$ cat config.mk
export PLATFORM = sky130hd
export DESIGN_NAME = apb_arb_master
export DESIGN_NICKNAME = d
export VERILOG_FILES = /design/src/rtl/apb_arb_pkg.sv /design/src/rtl/apb_rr_arbiter.sv /design/src/rtl/apb_arb_master.sv
export SDC_FILE = /design/constraint.sdc
export NUM_CORES = 1
export LEC_CHECK = 0
export CORE_MARGIN = 8
export CORE_UTILIZATION = 63
export CTS_BUF_LIST = sky130_fd_sc_hd__clkbuf_16
export DETAILED_ROUTE_END_ITERATION = 16
export DONT_BUFFER_PORTS = 1
export PLACE_DENSITY = 0.79
export SLEW_MARGIN = 20
export SYNTH_ARGS = -nofsm -noshare
export SYNTH_HDL_FRONTEND = slang
export SYNTH_HIERARCHICAL = 1
export SYNTH_SLANG_ARGS = --single-unit
$ cat constraint.sdc
create_clock -name clk -period 2.25 [get_ports clk]
set_input_delay 0.45 -clock clk [delete_from_list [all_inputs] [get_ports clk]]
set_output_delay 0.45 -clock clk [all_outputs]
set_load 0.01 [all_outputs]
$ cat src/rtl/apb_arb_pkg.sv
// ---------------------------------------------------------------------------
// apb_arb_pkg
// Shared types and constants for the two-requester APB master.
//   apb_state_t     : bus FSM states (IDLE, SETUP, ACCESS, DONE)
//   APB_ADDR_W      : APB address width (8)
//   APB_DATA_W      : APB data width (32)
//   TIMEOUT_CYCLES  : ACCESS cycles without pready before a forced completion
//                     (only used when APB_TIMEOUT_EN is defined)
// ---------------------------------------------------------------------------
package apb_arb_pkg;

    localparam int APB_ADDR_W     = 8;
    localparam int APB_DATA_W     = 32;
    localparam int NUM_REQ        = 2;
    localparam int TIMEOUT_CYCLES = 16;
    localparam int WAIT_CNT_W     = 4;

    // Counter value seen during the last tolerated ACCESS cycle without pready.
    localparam logic [WAIT_CNT_W-1:0] WAIT_LAST = WAIT_CNT_W'(TIMEOUT_CYCLES - 1);

    typedef enum logic [1:0] {
        IDLE   = 2'd0,
        SETUP  = 2'd1,
        ACCESS = 2'd2,
        DONE   = 2'd3
    } apb_state_t;

    // Requester index -> one-hot requester vector.
    function automatic logic [NUM_REQ-1:0] idx_to_onehot(input logic idx);
        return {idx, ~idx};
    endfunction

endpackage

$ cat src/rtl/apb_rr_arbiter.sv
// ---------------------------------------------------------------------------
// apb_rr_arbiter
// Two-way round-robin arbiter. A lone request always wins; when both
// requesters are active, the one that was not granted last wins. The
// last-grant pointer resets to 1 so requester 0 wins the first contention.
// Ports:
//   clk, rst_n     : clock, asynchronous active-low reset
//   i_req[1:0]     : (already masked) request vector
//   i_take         : grant is consumed this cycle; update the pointer
//   o_grant_valid  : at least one request present
//   o_grant_idx    : index of the winning requester
// ---------------------------------------------------------------------------
module apb_rr_arbiter
    import apb_arb_pkg::*;
(
    input  logic               clk,
    input  logic               rst_n,
    input  logic [NUM_REQ-1:0] i_req,
    input  logic               i_take,
    output logic               o_grant_valid,
    output logic               o_grant_idx
);

    logic r_last;
    logic w_idx;

    // Both requesting: pick the one not served last. Otherwise the single
    // active bit decides (bit 1 set alone -> 1, bit 0 set alone -> 0).
    always_comb begin
        w_idx = i_req[1];
        if (i_req == 2'b11) begin
            w_idx = ~r_last;
        end
    end

    assign o_grant_valid = |i_req;
    assign o_grant_idx   = w_idx;

    always_ff @(posedge clk or negedge rst_n) begin
        if (!rst_n) begin
            r_last <= 1'b1;
        end else if (i_take && o_grant_valid) begin
            r_last <= w_idx;
        end
    end

endmodule

$ cat src/rtl/apb_arb_master.sv
// ---------------------------------------------------------------------------
// apb_arb_master
// APB master shared by two requesters through a round-robin arbiter.
// Transfer flow: IDLE -> SETUP -> ACCESS (wait for pready) -> DONE -> IDLE,
// so at least one idle bus cycle always separates two transfers.
// Ports:
//   clk, rst_n                 : clock, asynchronous active-low reset
//   req[1:0], req_write[1:0]   : per-requester request / direction (1 = write)
//   req_addr0/1, req_wdata0/1  : per-requester address / write data
//   ack[1:0]                   : one-cycle completion pulse to the granted requester
//   rdata                      : read data of the last completed read
//   err                        : error flag, meaningful only while ack != 0
//   psel, penable, pwrite, paddr, pwdata : APB master outputs
//   prdata, pready             : APB slave response
// Build option:
//   APB_TIMEOUT_EN : when defined, ACCESS gives up after TIMEOUT_CYCLES
//                    cycles without pready, completing with err=1, rdata=0.
//                    When undefined, ACCESS waits forever and err is 0.
// ---------------------------------------------------------------------------
module apb_arb_master
    import apb_arb_pkg::*;
(
    input  logic                  clk,
    input  logic                  rst_n,
    input  logic [NUM_REQ-1:0]    req,
    input  logic [NUM_REQ-1:0]    req_write,
    input  logic [APB_ADDR_W-1:0] req_addr0,
    input  logic [APB_ADDR_W-1:0] req_addr1,
    input  logic [APB_DATA_W-1:0] req_wdata0,
    input  logic [APB_DATA_W-1:0] req_wdata1,
    output logic [NUM_REQ-1:0]    ack,
    output logic [APB_DATA_W-1:0] rdata,
    output logic                  err,
    output logic                  psel,
    output logic                  penable,
    output logic                  pwrite,
    output logic [APB_ADDR_W-1:0] paddr,
    output logic [APB_DATA_W-1:0] pwdata,
    input  logic [APB_DATA_W-1:0] prdata,
    input  logic                  pready
);

    apb_state_t            r_state;
    logic                  r_grant;
    logic [NUM_REQ-1:0]    r_ack;
    logic [APB_DATA_W-1:0] r_rdata;
    logic                  r_psel;
    logic                  r_penable;
    logic                  r_pwrite;
    logic [APB_ADDR_W-1:0] r_paddr;
    logic [APB_DATA_W-1:0] r_pwdata;
`ifdef APB_TIMEOUT_EN
    logic                  r_err;
    logic [WAIT_CNT_W-1:0] r_wait_cnt;
`endif

    logic [NUM_REQ-1:0]    w_req_masked;
    logic                  w_take;
    logic                  w_grant_valid;
    logic                  w_grant_idx;
    logic                  w_sel_write;
    logic [APB_ADDR_W-1:0] w_sel_addr;
    logic [APB_DATA_W-1:0] w_sel_wdata;

    // The requester being acked still has req high during DONE; hide it so
    // it cannot look like a fresh request in that cycle.
    assign w_req_masked = req & ~((r_state == DONE) ? idx_to_onehot(r_grant) : '0);
    assign w_take       = (r_state == IDLE);

    apb_rr_arbiter u_arbiter (
        .clk           (clk),
        .rst_n         (rst_n),
        .i_req         (w_req_masked),
        .i_take        (w_take),
        .o_grant_valid (w_grant_valid),
        .o_grant_idx   (w_grant_idx)
    );

    // Winner's transfer attributes, captured on IDLE -> SETUP.
    assign w_sel_write = w_grant_idx ? req_write[1] : req_write[0];
    assign w_sel_addr  = w_grant_idx ? req_addr1    : req_addr0;
    assign w_sel_wdata = w_grant_idx ? req_wdata1   : req_wdata0;

    always_ff @(posedge clk or negedge rst_n) begin
        if (!rst_n) begin
            r_state    <= IDLE;
            r_grant    <= 1'b0;
            r_ack      <= '0;
            r_rdata    <= '0;
            r_psel     <= 1'b0;
            r_penable  <= 1'b0;
            r_pwrite   <= 1'b0;
            r_paddr    <= '0;
            r_pwdata   <= '0;
`ifdef APB_TIMEOUT_EN
            r_err      <= 1'b0;
            r_wait_cnt <= '0;
`endif
        end else begin
            // ack and err are single-cycle pulses in DONE.
            r_ack <= '0;
`ifdef APB_TIMEOUT_EN
            r_err <= 1'b0;
`endif
            case (r_state)
                IDLE: begin
                    r_psel    <= 1'b0;
                    r_penable <= 1'b0;
                    if (w_grant_valid) begin
                        r_state  <= SETUP;
                        r_grant  <= w_grant_idx;
                        r_psel   <= 1'b1;
                        r_pwrite <= w_sel_write;
                        r_paddr  <= w_sel_addr;
                        r_pwdata <= w_sel_wdata;
                    end
                end

                SETUP: begin
                    r_state   <= ACCESS;
                    r_penable <= 1'b1;
`ifdef APB_TIMEOUT_EN
                    r_wait_cnt <= '0;
`endif
                end

                ACCESS: begin
                    if (pready) begin
                        r_state   <= DONE;
                        r_psel    <= 1'b0;
                        r_penable <= 1'b0;
                        r_ack     <= idx_to_onehot(r_grant);
                        if (!r_pwrite) begin
                            r_rdata <= prdata;
                        end
                    end
`ifdef APB_TIMEOUT_EN
                    else if (r_wait_cnt == WAIT_LAST) begin
                        // Slave never answered: complete with an error.
                        r_state   <= DONE;
                        r_psel    <= 1'b0;
                        r_penable <= 1'b0;
                        r_ack     <= idx_to_onehot(r_grant);
                        r_err     <= 1'b1;
                        r_rdata   <= '0;
                    end else begin
                        r_wait_cnt <= r_wait_cnt + 1'b1;
                    end
`endif
                end

                DONE: begin
                    r_state <= IDLE;
                end

                default: begin
                    r_state   <= IDLE;
                    r_psel    <= 1'b0;
                    r_penable <= 1'b0;
                end
            endcase
        end
    end

    assign ack     = r_ack;
    assign rdata   = r_rdata;
    assign psel    = r_psel;
    assign penable = r_penable;
    assign pwrite  = r_pwrite;
    assign paddr   = r_paddr;
    assign pwdata  = r_pwdata;
`ifdef APB_TIMEOUT_EN
    assign err     = r_err;
`else
    assign err     = 1'b0;
`endif

endmodule

# After elaboration in Yosys (flattened, before gate mapping)
# Cells that the tools add are included.
[totals]
output_inout_bits = 78
input_bits = 119
word_cells = 45
register_bits = 81
[op_classes]
n_bitwise = 5
n_reduce_logical = 10
muxes = 14
n_eq_ne = 6
[op_table]
columns = ["op", "n"]
rows = [
  ["2-to-1 mux 32 bit", 1],
  ["2-to-1 mux 2 bit", 5],
  ["2-to-1 mux 8 bit", 1],
  ["case mux 2 bit (4 select lines)", 1],
  ["AND reduction 2 bit", 4],
  ["equality test 2 bit (second input constant)", 3],
  ["2-to-1 mux 1 bit", 4],
  ["inequality test 2 bit (second input constant)", 2],
  ["inverter 1 bit", 3],
  ["case mux 1 bit (3 select lines)", 1],
  ["AND reduction 3 bit", 1],
  ["nonzero test 3 bit", 1],
  ["bitwise AND 2 bit", 1],
  ["equality test 2 x 1 -> 1 bit (second input constant)", 1],
  ["zero test 2 bit", 1],
  ["inverter 2 bit", 1],
  ["case mux 1 bit (2 select lines)", 1],
  ["nonzero test 2 bit", 1],
  ["OR reduction 2 bit", 1],
  ["logical AND 1 bit", 1],
]

# Longest topological paths before layout
# Gate-level depths: netlist of the first run.
[depth]
ltp_word = 7
ltp_mapped = 9
ltp_nobuf = 6

# Cells and area by module
# The synthesis of the first run kept the hierarchy.
[modules_own_cells]
columns = ["mod", "n_inst", "seq_area_each_um2", "cells_each", "area_per_inst_um2"]
rows = [
  ["apb_arb_master", 1, 2001.9, 283, 3592.2],
  ["apb_rr_arbiter", 1, 26.3, 5, 51.3],
]

# Least setup slack after synthesis of the first run
# No wires, ideal clock.
[synth_path]
path_kind = "reg-to-reg"
start = "register r_state[0]"
end = "register r_pwdata[0] (netlist: pwdata[0])"
slack_ps = 432
setup_ps = 126
required_time_ps = 2124
arrival_time_ps = 1693
period_less_slack_ps = 1818
stages_incl_launch_ff = 8
path_buffers = 2
path_cell_list = "dfrtp_1 ha_1 a21boi_0 a21boi_0 buf_2 buf_2 mux2i_1 a21oi_1"
[synth_via]
elab_chain_len = 7
elab_cells_between_ends = 10
cone_classes = "eq/ne: 2; mux: 3; bitwise: 2; reduce/logical: 3"
[synth_lines]
columns = ["item", "line_no", "text"]
rows = [
  ["start, declared", "apb_arb_master.sv:43", "apb_state_t r_state;"],
  ["start signal, assigned", "apb_arb_master.sv:86", "r_state <= IDLE;"],
  ["start signal, assigned", "apb_arb_master.sv:110", "r_state <= SETUP;"],
  ["start signal, assigned", "apb_arb_master.sv:120", "r_state <= ACCESS;"],
  ["equality test 2 bit (*)", "apb_arb_master.sv:67", "assign w_req_masked = req & ~((r_state == DONE) ? idx_to_onehot(r_grant) : '0);"],
  ["2-to-1 mux 2 bit (*)", "apb_arb_master.sv:67", ""],
  ["inverter 2 bit (*)", "apb_arb_master.sv:67", ""],
  ["bitwise AND 2 bit (*)", "apb_arb_master.sv:67", ""],
  ["named net w_req_masked[1]", "apb_arb_master.sv:57", "logic [NUM_REQ-1:0] w_req_masked;"],
  ["equality test 2 bit", "apb_rr_arbiter.sv:31", "if (i_req == 2'b11) begin"],
  ["2-to-1 mux 1 bit (*)", "apb_rr_arbiter.sv:31", ""],
  ["named net w_grant_idx", "apb_arb_master.sv:60", "logic w_grant_idx;"],
  ["2-to-1 mux 32 bit (*)", "apb_arb_master.sv:82", "assign w_sel_wdata = w_grant_idx ? req_wdata1 : req_wdata0;"],
  ["end signal, assigned", "apb_arb_master.sv:115", "r_pwdata <= w_sel_wdata;"],
  ["end, declared", "apb_arb_master.sv:51", "logic [APB_DATA_W-1:0] r_pwdata;"],
]
# The timed path passes the listed nets; every way through them passes the cells marked *.
# A chain may end at the register's enable or synchronous reset.

# Worst setup path in the final report of the first run
[layout_path]
start = "register r_state[1]"
end = "register r_pwdata[28] (netlist: pwdata[28])"
# Same word-level chain as after synthesis.

==> results of run 1 <==
-- power by group through the flow --
stage                     combinational (mW)  clock, mW  sequential [mW]
after global placement                  1.75          0             3.12
after CTS                               1.86       1.68             3.13
final                                   1.85       1.65             3.10
after global routing                    2.05       1.72             3.19
after floorplan                         1.59          0             2.89
after detailed placement                1.85          0             3.15
-- flip-flops by register name, indices dropped and copies added, names as in the netlist --
| name | count |
|---|---|
| u_arbiter/r_last | 1 |
| penable | 1 |
| r_state | 2 |
| r_grant | 1 |
| rdata | 32 |
| ack | 2 |
| pwrite | 1 |
| paddr | 8 |
| pwdata | 32 |
| psel | 1 |
-- critical path: stages, from the launching register on --
cell and delay, ps:
dfrtp_1 440, ha_1 230, a21boi_0 270, a21boi_4 270, buf_4 260, mux2i_1 250
a21oi_1 90
-- worst max path at each step --
| stage | start | to | slack [ps] | depth (start not counted) |
|---|---|---|---|---|
| finish | r_state[1] | pwdata[28] | 300 | 6 |
| global route | r_state[1] | pwdata[28] | 70 | 6 |
| CTS | r_state[1] | pwdata[28] | 330 | 6 |
| detailed placement | r_state[1] | pwdata[28] | 300 | 6 |
| global placement | r_state[1] | pwdata[16] | 410 | 6 |
| floorplan | r_state[0] | pwdata[0] | 430 | 7 |
-- final cells by class --
| cell class | count | share of cell area [%] |
|---|---|---|
| diodes | 2 | 0.1233 |
| clock buffers | 9 | 5.547 |
| flip-flops and latches | 81 | 49.95 |
| clock inverters | 7 | 2.928 |
| multi-input cells | 183 | 36.55 |
| repair buffers | 7 | 2.219 |
| well taps | 72 | 2.219 |
| inverters | 5 | 0.4623 |
-- cell families (layout without fill, tap and decap cells) --
kind of cell	Yosys count	after routing	synth area share, %
AO/OA/AOI/OAI	51	51	7.418
adder cells (fa/ha/maj)	6	6	2.060
buffers and inverters	24	28	3.949
flip-flops	81	81	55.67
multiplexers	75	75	24.86
other	1	3	0.1029
AND/OR/NAND/NOR	50	50	5.941
-- metrics by stage --
step           area (sq um)  instances  setup slack (ps)
3_3_place_gp           3711        348             408.7
2_1_floorplan          3643        288             431.6
6_report               4060        366             303.1
5_1_grt                4060        366             73.02
3_5_place_dp           3711        348             302.7
4_1_cts                4055        364             327.4
-- metal layers --
layer | wire (microns) | vias to the layer above | track usage [%]
met3 | 838 | 12 | 7.905
met4 | 115 | 0 | 8.188
met2 | 4622 | 107 | 34.56
met1 | 3099 | 1068 | 20.75
li1 | - | 1002 | -
met5 | 0 | - | 0
-- synth_stat cells --
| master | count | share of area, % |
|---|---|---|
| nor2b_1 | 1 | 0.17 |
| and2_1 | 1 | 0.17 |
| conb_1 | 1 | 0.10 |
| nand3b_4 | 1 | 0.55 |
| or2_1 | 1 | 0.17 |
| ha_1 | 6 | 2.1 |
| o22ai_1 | 1 | 0.17 |
| o21ai_1 | 1 | 0.14 |
| and3_1 | 2 | 0.34 |
| dfstp_2 | 1 | 0.72 |
| nand2_1 | 2 | 0.21 |
| o32a_1 | 1 | 0.27 |
| a21boi_0 | 3 | 0.62 |
| mux2i_1 | 41 | 11 |
| nor2_1 | 42 | 4.3 |
| mux2_2 | 4 | 1.2 |
| inv_1 | 5 | 0.52 |
| dfrtp_1 | 80 | 55 |
| buf_4 | 2 | 0.41 |
| a21oi_1 | 44 | 6.0 |
| mux2_4 | 30 | 12 |
| a31oi_1 | 1 | 0.17 |
| buf_6 | 4 | 1.2 |
| buf_2 | 13 | 1.8 |
==> flow_summary.yaml, run 1 <==
power:
  power.internal_mw: 4.280
  pwr-share-comb_pct: 28.0
  total_power_mw: 6.599
  clkPwrFrac_pct: 25.0
  irDropWorstVdd_mv: 0.8332
  p_per_area_nw_per_um2: 1625
  power.leakage_nw: 1.912
  switching_share_pct: 35.14
  power_frac_seq_pct: 47.0
  p_switching_mw: 2.319
die:
  chipWidth_microns: 92.05
  die_area_sq_um: 8473
  rows: 27
  core_area_sq_um: 5540
  fp.dieH_microns: 92.05
  ios: 197
  initial_core_util_pct: 65.76
setup_path:
  rr_startpoint: "r_state[1]"
  worstRegToRegCells: 6
  cp.required_ps: 2440
  cp.arrival_ps: 2140
  r2r-end: "pwdata[28]"
  endpoint_kind: "flip-flop"
  crit_fanout: 12
  worst_setup_path_start_kind: "flip-flop"
  crit_type: "flip-flop to flip-flop"
  r2r_slack_ps: 300
timing:
  min_period_ps: 1947
  final_max_slew_viol_count: 0
  setup_tns_ps: 0
  period_share_pct: 86.53
  setup_viol: 0
  rsz0062_at_grt: "false"
  fmax_mhz: 513.6
  hold_viol_final: 81
  whs_ps: -185.1
  finClkSkew_ps: 6.228
cts:
  clkLatencyLatePin_ps: 320
  cts_buffer_depth: 2
  htreeDepth: 3
  cts.sinks: 81
  cts_tree: "yes"
  cts_resized: 0
  numCtsBuffers: 9
  post_cts_buffers: 0
  clkTransAtPathRegs_ps: 60
  root_buffer: "clkbuf_16"
finish:
  multi_input_area_sq_um: 1484
  regArea_sq_um: 2028
  drive_gt1_share_pct: 20.55
  final_net_count: 412
  final_core_util_pct: 73.28
  mostFrequentLayoutCells: "dfrtp_1 (80), a21oi_1 (44), nor2_1 (42), mux2i_1 (41), mux2_4 (30)"
  final_common_cell: "dfrtp_1"
  syn2layout_area_growth_pct: 11.44
  fillers: 382
global_route:
  grt_max_degree: 82
  antenna_found_initial: 2
  grt_util_all_layers_pct: 19.81
  grt_pass1_vias: 2369
  grt_pass1_wl_microns: 13220
  grt_overflow_total: 0
yosys:
  syn_nets: 413
  ys_types: 24
  ys_ff_latch: 81
  synthCells: 288
  ys_seq_area_share_pct: 55.67
  yosysWarnings: 6
  synth_area_per_cell_sq_um: 12.65
  netlist_area_sq_um: 3643
placement:
  place_congestion: 0.7336
  numPortBuffers: 0
  dp_hpwl_microns: 6458
run_status:
  violations: "negative hold slack"
  status: "complete, but fails checks"
route:
  vias_per_cell: 5.981
  ant_nets: 0
  firstDrtPassIters: 4
  drt_iter0_drc: 86
  wl_microns: 8676
  drc_errors: 0
  vias: 2189
  routedWlPerCell_microns: 23.70
hold_path:
  min_path_type: "primary input to asynchronous set/reset pin"
flow_run:
  max_cap_violations: 0
Note: power is estimated with default switching activity, not from simulation.
==> run 2: changes to the inputs <==
- SLEW_MARGIN: 20 -> unset
- clock period: 2.25 -> 2 ns (I/O delays scaled with it)
==> run 2 against run 1 <==
Compared with the run above: the run still ends with negative hold slack left; cell count shrank 0.27%; worst hold slack got worse by 45 ps; combinational power grew 12%; power up 9.1%; global-route usage fell by 0.58 points; largest cell class unchanged; largest power group unchanged.
==> flow_summary.yaml, run 2 (same netlist as run 1, synthesis figures left out) <==
run_status:
  status: "complete, but fails checks"
  violations: "negative hold slack"
cts:
  clkTransAtPathRegs_ps: 60
  clkLatencyLatePin_ps: 320
  cts_tree: "yes"
  htreeDepth: 3
  cts_buffer_depth: 2
  cts.sinks: 81
  root_buffer: "clkbuf_16"
  numCtsBuffers: 9
flow_run:
  max_cap_violations: 0
global_route:
  grt_pass1_vias: 2282
  grt_pass1_wl_microns: 12880
  grt_util_all_layers_pct: 19.23
  grt_max_degree: 82
  grt_overflow_total: 0
  antenna_found_initial: 2
setup_path:
  cp.arrival_ps: 2010
  endpoint_kind: "flip-flop"
  crit_fanout: 15
  worst_setup_path_start_kind: "flip-flop"
  crit_type: "flip-flop to flip-flop"
  cp.required_ps: 2200
power:
  irDropWorstVdd_mv: 1.024
  power.leakage_nw: 1.889
  p_per_area_nw_per_um2: 1793
route:
  drt_iter0_drc: 71
  ant_nets: 0
  vias: 2086
  routedWlPerCell_microns: 22.83
  wl_microns: 8333
  drc_errors: 0
  vias_per_cell: 5.715
  firstDrtPassIters: 5
placement:
  numPortBuffers: 0
  place_congestion: 0.7855
  dp_hpwl_microns: 6393
die:
  ios: 197
  die_area_sq_um: 8473
  initial_core_util_pct: 65.76
  chipWidth_microns: 92.05
  rows: 27
  fp.dieH_microns: 92.05
  core_area_sq_um: 5540
finish:
  final_common_cell: "dfrtp_1"
  final_net_count: 411
  drive_gt1_share_pct: 20.62
  syn2layout_area_growth_pct: 10.20
  final_core_util_pct: 72.47
  mostFrequentLayoutCells: "dfrtp_1 (80), a21oi_1 (44), nor2_1 (42), mux2i_1 (41), mux2_4 (30)"
timing:
  final_max_slew_viol_count: 0
  fmax_mhz: 551.6
  setup_viol: 0
  hold_viol_final: 81
  setup_tns_ps: 0
  min_period_ps: 1813
  whs_ps: -229.9
  period_share_pct: 90.65
  finClkSkew_ps: 5.642
  rsz0062_at_grt: "false"
hold_path:
  min_path_type: "primary input to asynchronous set/reset pin"
[run 2: cell type report]
cell class                 count  area [sq um]
inverter                       5         18.77
multi-input combinational    183          1484
tap                           72         90.09
timing repair buffer           6         86.33
clock buffer                   9         225.2
antenna                        2         5.005
fill                         368          1525
sequential                    81          2028
clock inverter                 7         77.57
[run 2: timing repair]
item | 4_1_cts | 5_1_grt
buffers inserted | 0 | 0
resized for setup | 0 | 2
endpoints found under the setup margin | 0 | 26
endpoints found under the hold margin | 81 | 81
[run 2: per-layer routing]
metal / wire length [microns] / vias up / GRT usage [%] / part of all wire (%)
met1: 2955 / 973 / 19.96 / 35
met5: 0 / - / 0 / 0
li1: - / 995 / - / -
met2: 4376 / 109 / 32.78 / 53
met3: 911 / 9 / 9.617 / 11
met4: 90 / 0 / 6.980 / 1.1
[run 2: worst max-delay path: stages (launching register included)]
cell and delay (ps):
dfrtp_1 430, ha_1 230, a21boi_1 190, a21boi_4 260
buf_6 230, mux2i_1 250, a21oi_1 100
[run 2: final timing paths]
kind | startpoint | to | slack [ps] | cells after the start
worst max-delay path | r_state[0] | paddr[5] | 190 | 6
worst min-delay path | rst_n | pwdata[2] | -230 | 0
worst max register to register | r_state[0] | paddr[5] | 190 | 6
worst min register to register | u_arbiter/r_last | u_arbiter/r_last | 560 | 2
max in group asynchronous | rst_n | u_arbiter/r_last | 2040 | 0
min in group clk | pready | psel | 170 | 1
[run 2: stage by stage]
stage	hold slack [ps]	std cells	cell area (sq um)	total power [mW]	setup slack [ps]
after CTS	-243.3	363	4006	7.281	38.65
after floorplan	104.4	288	3643	5.049	181.6
after global placement	106.2	347	3704	5.470	155.5
after global routing	-252.0	365	4015	7.635	27.34
after detailed placement	106.0	347	3704	5.631	69.11
final	-229.9	365	4015	7.200	186.9
[run 2: where the power goes]
| group | leakage, nW | internal [mW] | switching [mW] |
|---|---|---|---|
| clock network | 0.147 | 0.980 | 0.654 |
| logic | 0.806 | 1.13 | 0.938 |
| registers | 0.936 | 2.46 | 1.04 |
